File: src/rtl/ahb_pkg.sv
// rtl/ahb_pkg.sv - shared AHB codes, instruction field positions and sequencer states
package ahb_pkg;

    localparam logic [1:0] HTRANS_IDLE   = 2'b00;
    localparam logic [1:0] HTRANS_NONSEQ = 2'b10;
    localparam logic [1:0] HTRANS_SEQ    = 2'b11;

    localparam logic [2:0] BURST_SINGLE = 3'b000;
    localparam logic [2:0] BURST_INCR   = 3'b001;
    localparam logic [2:0] BURST_WRAP4  = 3'b010;
    localparam logic [2:0] BURST_INCR4  = 3'b011;
    localparam logic [2:0] BURST_WRAP8  = 3'b100;
    localparam logic [2:0] BURST_INCR8  = 3'b101;
    localparam logic [2:0] BURST_WRAP16 = 3'b110;
    localparam logic [2:0] BURST_INCR16 = 3'b111;

    localparam int INSTR_W   = 23;
    localparam int WRITE_BIT = 22;
    localparam int BURST_HI  = 21;
    localparam int BURST_LO  = 19;
    localparam int SEL_BIT   = 18;
    localparam int ADDR_HI   = 17;
    localparam int ADDR_LO   = 8;
    localparam int DATA_HI   = 7;
    localparam int DATA_LO   = 0;

    typedef enum logic [2:0] {
        ST_IDLE,
        ST_FETCH,
        ST_ADDR,
        ST_DATA,
        ST_DONE
    } state_t;

endpackage

File: src/rtl/ahb_burst_addr_gen.sv
// rtl/ahb_burst_addr_gen.sv - next-beat address and last-beat flag for an AHB burst
// Ports: burst (HBURST code), addr (current 10-bit beat address), beat (0-based
// beat index) -> next_addr (address of the following beat), last_beat.
module ahb_burst_addr_gen
    import ahb_pkg::*;
(
    input  logic [2:0] burst,
    input  logic [9:0] addr,
    input  logic [3:0] beat,
    output logic [9:0] next_addr,
    output logic       last_beat
);

    logic [3:0] mask;   // beats - 1; doubles as the wrap boundary mask
    logic       wrap;
    logic [9:0] inc;
    logic [9:0] wmask;

    always_comb begin
        mask = 4'd0;
        unique case (burst)
            BURST_SINGLE, BURST_INCR:  mask = 4'd0;
            BURST_WRAP4, BURST_INCR4:  mask = 4'd3;
            BURST_WRAP8, BURST_INCR8:  mask = 4'd7;
            BURST_WRAP16, BURST_INCR16: mask = 4'd15;
            default:                   mask = 4'd0;
        endcase
    end

    // Even codes above SINGLE are the wrapping bursts.
    assign wrap      = !burst[0] && (mask != 4'd0);
    assign inc       = addr + 10'd1;
    assign wmask     = {6'd0, mask};
    assign next_addr = wrap ? ((addr & ~wmask) | (inc & wmask)) : inc;
    assign last_beat = (beat == mask);

endmodule

File: src/rtl/ahb_instr_sequencer.sv
// rtl/ahb_instr_sequencer.sv - fetches 23-bit instructions and executes them as AHB-Lite transfers
// Ports: HCLK/HRESETn clock and async reset; start pulse; pc/instruction memory
// interface; AHB master outputs HADDR/HTRANS/HWRITE/HBURST/HSIZE/HWDATA with
// HRDATA/HREADY/HRESP from the slave; rd_valid/rd_data/rd_addr read sideband;
// busy/done/err status.
module ahb_instr_sequencer
    import ahb_pkg::*;
#(
    parameter int LAST_PC = 45,
    parameter int HADDR_W = 32,
    parameter int DATA_W  = 8
) (
    input  logic               HCLK,
    input  logic               HRESETn,
    input  logic               start,
    output logic [9:0]         pc,
    input  logic [INSTR_W-1:0] instruction,
    output logic [HADDR_W-1:0] HADDR,
    output logic [1:0]         HTRANS,
    output logic               HWRITE,
    output logic [2:0]         HBURST,
    output logic [2:0]         HSIZE,
    output logic [DATA_W-1:0]  HWDATA,
    input  logic [DATA_W-1:0]  HRDATA,
    input  logic               HREADY,
    input  logic               HRESP,
    output logic               rd_valid,
    output logic [DATA_W-1:0]  rd_data,
    output logic [10:0]        rd_addr,
    output logic               busy,
    output logic               done,
    output logic               err
);

    state_t     state, state_nxt;
    logic       write_q, sel_q;
    logic [2:0] burst_q;
    logic [9:0] addr_q;     // address of the beat currently in its data phase
    logic [7:0] data_q;
    logic [3:0] beat_q;
    logic [9:0] next_addr;
    logic       last_beat;
    logic       at_last_pc;
    logic [9:0] haddr_low;

    ahb_burst_addr_gen u_addr_gen (
        .burst     (burst_q),
        .addr      (addr_q),
        .beat      (beat_q),
        .next_addr (next_addr),
        .last_beat (last_beat)
    );

    assign at_last_pc = (pc == 10'(LAST_PC));
    assign HWRITE     = write_q;
    assign HBURST     = burst_q;
    assign HSIZE      = 3'b000;
    assign HWDATA     = DATA_W'(data_q);
    assign HADDR      = HADDR_W'({sel_q, haddr_low});

    always_ff @(posedge HCLK or negedge HRESETn) begin
        if (!HRESETn) begin
            state <= ST_IDLE;
        end else begin
            state <= state_nxt;
        end
    end

    always_comb begin
        state_nxt = state;
        unique case (state)
            ST_IDLE, ST_DONE: if (start) state_nxt = ST_FETCH;
            ST_FETCH:         state_nxt = ST_ADDR;
            ST_ADDR:          state_nxt = ST_DATA;
            ST_DATA: begin
                // An ERROR completion abandons the rest of the burst.
                if (HREADY && (HRESP || last_beat))
                    state_nxt = at_last_pc ? ST_DONE : ST_FETCH;
            end
            default:          state_nxt = ST_IDLE;
        endcase
    end

    always_comb begin
        HTRANS    = HTRANS_IDLE;
        busy      = 1'b0;
        done      = 1'b0;
        haddr_low = addr_q;
        unique case (state)
            ST_FETCH: busy = 1'b1;
            ST_ADDR: begin
                busy   = 1'b1;
                HTRANS = HTRANS_NONSEQ;
            end
            ST_DATA: begin
                busy = 1'b1;
                // Next beat's address phase overlaps this data phase; an
                // ERROR response withdraws it immediately.
                if (!HRESP && !last_beat) begin
                    HTRANS    = HTRANS_SEQ;
                    haddr_low = next_addr;
                end
            end
            ST_DONE:  done = 1'b1;
            default:  ;
        endcase
    end

    always_ff @(posedge HCLK or negedge HRESETn) begin
        if (!HRESETn) begin
            pc       <= 10'd0;
            write_q  <= 1'b0;
            sel_q    <= 1'b0;
            burst_q  <= 3'd0;
            addr_q   <= 10'd0;
            data_q   <= 8'd0;
            beat_q   <= 4'd0;
            err      <= 1'b0;
            rd_valid <= 1'b0;
            rd_data  <= '0;
            rd_addr  <= 11'd0;
        end else begin
            rd_valid <= 1'b0;
            unique case (state)
                ST_IDLE, ST_DONE: begin
                    if (start) begin
                        pc  <= 10'd0;
                        err <= 1'b0;
                    end
                end
                ST_FETCH: begin
                    write_q <= instruction[WRITE_BIT];
                    burst_q <= instruction[BURST_HI:BURST_LO];
                    sel_q   <= instruction[SEL_BIT];
                    addr_q  <= instruction[ADDR_HI:ADDR_LO];
                    data_q  <= instruction[DATA_HI:DATA_LO];
                    beat_q  <= 4'd0;
                end
                ST_DATA: begin
                    if (HREADY) begin
                        if (HRESP) begin
                            err <= 1'b1;
                        end else begin
                            if (!write_q) begin
                                rd_valid <= 1'b1;
                                rd_data  <= HRDATA;
                                rd_addr  <= {sel_q, addr_q};
                            end
                            if (!last_beat) begin
                                addr_q <= next_addr;
                                beat_q <= beat_q + 4'd1;
                            end
                        end
                        if ((HRESP || last_beat) && !at_last_pc)
                            pc <= pc + 10'd1;
                    end
                end
                default: ;
            endcase
        end
    end

endmodule

File: config.mk
export PLATFORM = sky130hd
export DESIGN_NAME = ahb_instr_sequencer
export DESIGN_NICKNAME = d
export VERILOG_FILES = /design/src/rtl/ahb_pkg.sv /design/src/rtl/ahb_burst_addr_gen.sv /design/src/rtl/ahb_instr_sequencer.sv
export SDC_FILE = /design/constraint.sdc
export NUM_CORES = 1
export LEC_CHECK = 0
export CORE_MARGIN = 1.5
export CORE_UTILIZATION = 40
export CTS_CLUSTER_DIAMETER = 120
export DETAILED_ROUTE_END_ITERATION = 7
export GPL_ROUTABILITY_DRIVEN = 0
export GPL_TIMING_DRIVEN = 0
export MAX_ROUTING_LAYER = met4
export PLACE_DENSITY = 0.71
export SLEW_MARGIN = 10
export SYNTH_ARGS = -nofsm -noshare
export SYNTH_HDL_FRONTEND = slang
export SYNTH_SLANG_ARGS = --single-unit
File: constraint.sdc
create_clock -name HCLK -period 5.2 [get_ports HCLK]
set_clock_uncertainty 0.2 [all_clocks]
set_input_delay 1.04 -clock HCLK [delete_from_list [all_inputs] [get_ports HCLK]]
set_output_delay 1.04 -clock HCLK [all_outputs]
set_load 0.01 [all_outputs]
==> results.sh <==
export IMPL_cts_tree="built"
export IMPL_run_status="completed"
export IMPL_fp_dieH_um=93.7
export IMPL_pins_over_slew_limit=0
export IMPL_h_tree_depth=3
export IMPL_route_detailed_vias_per_inst=4.87
export IMPL_critical_path_max_stage_delay_ns=0.57
export IMPL_drt_antenna_violating_nets=0
export IMPL_synthCells=367
export IMPL_cp_cell_sequence="clkdlybuf4s50_1, or4_1, buf_2, nor3_1, xor2_1, clkdlybuf4s50_1"
export IMPL_cp_arrival_ns=3.35
export IMPL_cp_endpoint_kind="output pin"
export IMPL_total_number_of_vias=2924
export IMPL_layout_min_cycle_time_ns=4.59
export IMPL_buffer_count_from_post_cts_setup_fixing=0
export IMPL_timing_critical_path_slowest_stage_cell="or4_1"
export IMPL_chipWidth_um=93.7
export IMPL_worst_path_clk_slew_ns=0.07
export IMPL_grt_met1_usage_pct=24.8
export IMPL_achievable_frequency_mhz=218
export IMPL_storage_element_area_um2=1530
export IMPL_hold_path_class="flip-flop to flip-flop"
export IMPL_drt_wl_total_um=8050
export IMPL_tritoncts_num_sinks=61
export IMPL_timing_critical_path_mode_cell="clkdlybuf4s50_1"
export IMPL_clock_root_buffer="clkbuf_8"
export IMPL_critPathTopFamily="buffers and inverters"
export IMPL_p_leak_nw=2.09
export IMPL_cp_required_ns=3.96
export IMPL_synthesis_area_um2=3290
export IMPL_clock_latency_ns=0.34
export IMPL_dr_pass1_iters=4
export IMPL_worst_slew_pin_transition_ns=0.766
export IMPL_via_count_of_the_first_global_routing_pass=2733
export IMPL_power_per_cell_area_nw_per_um2=540
export IMPL_r2r_slack_ns=2.55
export IMPL_critical_path_buf_inv_count=3
export IMPL_timing_critical_path_from_type="input port"
export IMPL_max_slew_margin_pct=49.0
export IMPL_synth_seq_cells=61
export IMPL_overflow=0
export IMPL_grtUsageMet2_pct=31.0
export IMPL_grt_busiest_layer="met2"
export IMPL_power_total_mw=2.50
export IMPL_antenna_cells=0
export IMPL_asyncSetResetFlopFracSynth_pct=100
export IMPL_synth_area_per_cell_um2=8.97
export IMPL_grt_use_total_pct=19.6
export IMPL_postSynth_topFlopCell="dfrtp_1"
export IMPL_core_area_um2=7850
export IMPL_start_util_pct=41.9
export IMPL_synth_yosys_warnings=0
export IMPL_worstSetupPathType="input port to output pin"
export IMPL_synth_sequential_area_ratio_pct=46.4
export IMPL_post_cts_resized=0
export IMPL_placement_io_buffers=93
export IMPL_detailed_place_hpwl_um=5770
export IMPL_layout_cells_most_common_list="103 x nand2_1, 92 x clkdlybuf4s50_1, 61 x dfrtp_1"
export IMPL_drive_above_1_share_pct=10.8
export IMPL_number_of_buffers_on_the_longest_clock_path=2
export IMPL_path_max_fanout=10
export IMPL_grt_setup_unrepaired="false"
export IMPL_largest_net_degree_at_the_start_of_global_routing=62
export IMPL_wl_per_cell_um=13.4
export IMPL_cts_inserted_buffers=9
export IMPL_multi_input_comb_area_um2=1570
export IMPL_cts_hold_fix_bufs=0
export IMPL_drt_first_iter_violations=91
export IMPL_final_min_period_over_clock_period_pct=88.2
export IMPL_grt_first_pass_wirelength_um=13100
export IMPL_finalSetupTns_ns=0
export IMPL_row_count=32
export IMPL_synthToLayoutAreaGrowth_pct=40.8
export IMPL_number_of_antenna_violations_at_the_first_check_in_global_routing=0
export IMPL_post_route_drc=0
export IMPL_max_cap_viol_count=0
export IMPL_final_hold_viol_count=0
export IMPL_report_final_setup_viol=0
export IMPL_design_portCount=118
export IMPL_vdd_ir_drop_max_v=0.000282
export IMPL_synth_distinct_cells=53
export IMPL_layout_cells_most_common="nand2_1"
export IMPL_final_fill_count=732
export IMPL_num_nets_final=534
export IMPL_design_die_area_um2=8780
export IMPL_synth_enable_flop_cells=0
export IMPL_met3_usage_pct=5.74
Yosys cell counts, types with 2 or more instances:
library cell / number / area share, %
nor3_1: 5 / 0.76
buf_4: 26 / 5.9
and3_1: 4 / 0.76
nor4_1: 3 / 0.57
o311ai_0: 2 / 0.53
inv_1: 4 / 0.46
and4_1: 2 / 0.53
o41ai_2: 2 / 0.99
o21ai_1: 4 / 0.61
nor2_1: 18 / 2.1
o31ai_1: 11 / 2.5
or4_1: 3 / 0.68
a21oi_1: 6 / 0.91
o211ai_1: 4 / 0.91
xnor2_1: 7 / 1.9
ha_1: 4 / 1.5
buf_2: 3 / 0.46
o21ai_0: 6 / 0.91
a31oi_1: 2 / 0.38
o22ai_1: 2 / 0.38
a32o_1: 3 / 0.91
or3_1: 5 / 0.95
a221o_1: 4 / 1.2
inv_2: 2 / 0.23
xor2_1: 6 / 1.6
nand4_1: 6 / 1.1
nand2b_1: 6 / 1.1
clkbuf_1: 14 / 1.6
dfrtp_1: 61 / 46
nand2_1: 103 / 12
nand3_1: 9 / 1.4
and2_1: 8 / 1.5
nor2b_1: 2 / 0.38
layout make-up:
| class | count | share of cell area [%] |
|---|---|---|
| buffer | 43 | 5.67 |
| clock buffer | 10 | 2.97 |
| clock inverter | 6 | 1.35 |
| tap | 102 | 2.75 |
| timing repair buffer | 93 | 20.0 |
| multi-input combinational | 280 | 33.8 |
| sequential | 61 | 32.9 |
| inverter | 6 | 0.486 |
routing by layer:
| layer | part of all wire (%) | routed length [um] |
|---|---|---|
| met1 | 46 | 3720 |
| met2 | 47 | 3780 |
| met3 | 6.4 | 512 |
| met4 | 0.57 | 46 |
| met5 | 0 | 0 |
final timing paths:
path / depth (start not counted) / end / start
max: 6 / HADDR[6] / HRESP
min: 2 / rd_addr[4] / rd_addr[4]
max reg2reg: 7 / pc[6] / HBURST[2]
min reg2reg: 2 / rd_addr[4] / rd_addr[4]
max in group asynchronous: 1 / beat_q[3] / HRESETn
min in group asynchronous: 1 / rd_addr[1] / HRESETn
worst min-delay path: stages (launching register included):
cell and delay (ns):
dfrtp_1 0.34, nand2_1 0.05, nand2_1 0.05
metrics by stage:
stage	hold slack [ns]	worst slack, ns	util [%]	instance area, um2	std cells
finish	0.275	0.614	59.0	4630	601
global route	0.287	0.515	59.0	4630	601
CTS	0.280	0.624	59.0	4630	601
detailed placement	0.262	0.624	56.5	4430	585
global placement	0.257	0.635	56.5	4440	585
floorplan	0.262	1.73	-	3380	390
flip-flops by register name (all words and copies together), names as in the netlist, 3 cells and up:
signal	count
beat_q	4
addr_q	10
rd_data	8
rd_addr	11
HBURST	3
state	3
pc	10
HWDATA	8
power by group:
part | internal, mW | total, mW | switching [mW]
clock | 0.232 | 0.424 | 0.192
combinational | 0.621 | 1.25 | 0.632
sequential | 0.664 | 0.826 | 0.162
total | 1.52 | 2.50 | 0.985
cell families after synthesis:
kind of cell	share of synthesized area (%)
compound gates	13.3
xor+xnor	3.46
fa+ha+maj	1.52
buf+inv	8.67
flops	46.4
mux	0.342
other cells	0.114
simple gates	26.2
Note: power is estimated with default switching activity, not from simulation.
==> RTL edit: new RTL, same settings <==
The 5 states of `state_t` get a one-hot encoding in 5 bits.
--- a/src/rtl/ahb_pkg.sv
+++ b/src/rtl/ahb_pkg.sv
@@ -24,12 +24,12 @@
     localparam int DATA_HI   = 7;
     localparam int DATA_LO   = 0;
 
-    typedef enum logic [2:0] {
-        ST_IDLE,
-        ST_FETCH,
-        ST_ADDR,
-        ST_DATA,
-        ST_DONE
+    typedef enum logic [4:0] {
+        ST_IDLE  = 5'b00001,
+        ST_FETCH = 5'b00010,
+        ST_ADDR  = 5'b00100,
+        ST_DATA  = 5'b01000,
+        ST_DONE  = 5'b10000
     } state_t;
 
 endpackage
Check against the original RTL: same outputs for any inputs over 4 cycles, from zero or initial values and one cycle with HRESETn low; so few cycles prove little.
==> RTL edit against the unedited design <==
Hold slack gained 5.3 ps; combinational power down 27%; global-route usage up 0.30 points; sequential cell count is 2 higher; total power decreased by 15%; area after synthesis rose by 5.5%; sequential power fell by 4.4%; worst setup slack got worse by 9.2 ps; sequential share of layout area fell by 0.16 points; design area up 3.9%; first-iteration DRC count increased by 53%; wire length up 4.9%; critical path type unchanged; largest cell class unchanged.
==> RTL edit: results <==
export IMPL_outcome="complete, no violations"
export IMPL_synth_seq_area_share_pct=45.5
export IMPL_ys_types=57
export IMPL_met3_usage_pct=4.58
export IMPL_h_tree_depth=3
export IMPL_r2r_start="pc[1]"
export IMPL_grt_max_degree=64
export IMPL_diodes=0
export IMPL_grtUsageMet1_pct=25.1
export IMPL_peakVddDrop_uv=167
export IMPL_whs_ps=281
export IMPL_post_place_ws_ps=616
export IMPL_met2_wirelength_um=4040
export IMPL_drt_iter0_drc=139
export IMPL_yosys_area_share_adder_pct=1.44
export IMPL_dpl_cell_count=578
export IMPL_wl_met3_um=553
export IMPL_grtUsageMet2_pct=32.1
export IMPL_synthTopCellsByCount="nand2_1, dfrtp_1, buf_4"
export IMPL_drive_above_1_share_pct=16.6
export IMPL_via_per_inst=5.06
export IMPL_synthMuxAreaShare_pct=6.74
export IMPL_timing_fmax_ghz=0.218
export IMPL_highest_layer="met4"
export IMPL_final_cells=594
export IMPL_critPathSlowestCell="clkdlybuf4s50_1"
export IMPL_switching_power_w=0.000774
export IMPL_synth_area_leaders="dfrtp_1, nand2_1, mux2_2"
export IMPL_crit_arrival_ps=3360
export IMPL_cts_setup_buffers=0
export IMPL_hold_end="HWDATA[0]"
export IMPL_synth_compound_area_share_pct=13.9
export IMPL_critPathMaxFanout=10
export IMPL_first_global_vias=2853
export IMPL_grt_pass1_wl_um=13600
export IMPL_final_nets=524
export IMPL_critical_path_max_stage_delay_ps=560
export IMPL_synth_xor_area_share_pct=3.03
export IMPL_avgSynthCellArea_um2=9.72
export IMPL_placed_area_mm2=0.00462
export IMPL_worst_hold_startpoint="HWDATA[0]"
export IMPL_synth_warnings=0
export IMPL_hpwl_um=6210
export IMPL_cts_resized_gates=0
export IMPL_rrSetupSlack_ps=2650
export IMPL_endpoint="HADDR[7]"
export IMPL_routed_wl_um=8440
export IMPL_leakagePower_nw=2.21
export IMPL_cp_top_family="buffers and inverters"
export IMPL_cts_clk_slew_worst_paths_ps=70
export IMPL_drt_met1_wl_um=3770
export IMPL_slew_headroom_pct=46.9
export IMPL_grt_usage_pct=19.9
export IMPL_regToRegEndpoint="pc[3]"
RTL edit: cell count changes in the layout (fill, tap and decap cells not counted), sizes merged, moves of 5 or more:
cell / delta
o31ai: -10
mux2: +18
a31oi: +5
nand2: -31
clkbuf: -9
nand4: -5
a21oi: +8
nand3: +5
and2: -5
and3: +6
RTL edit: layout make-up:
class | instances | area, µm²
plain buffers | 37 | 260
clock buffers | 9 | 124
clock inverters | 7 | 71.3
fillers | 719 | 3490
inverters | 7 | 26.3
multi-input cells | 273 | 1690
flip-flops and latches | 63 | 1580
well taps | 105 | 131
repair buffers | 93 | 928
RTL edit: power groups by stage:
stage	Combinational (W)	Clock (W)	Sequential [W]
2_1_floorplan	0.000459	0	0.000808
3_3_place_gp	0.000893	0	0.000789
3_5_place_dp	0.000913	0	0.000798
4_1_cts	0.000915	0.000437	0.000789
5_1_grt	0.00100	0.000463	0.000814
6_report	0.000907	0.000427	0.000790
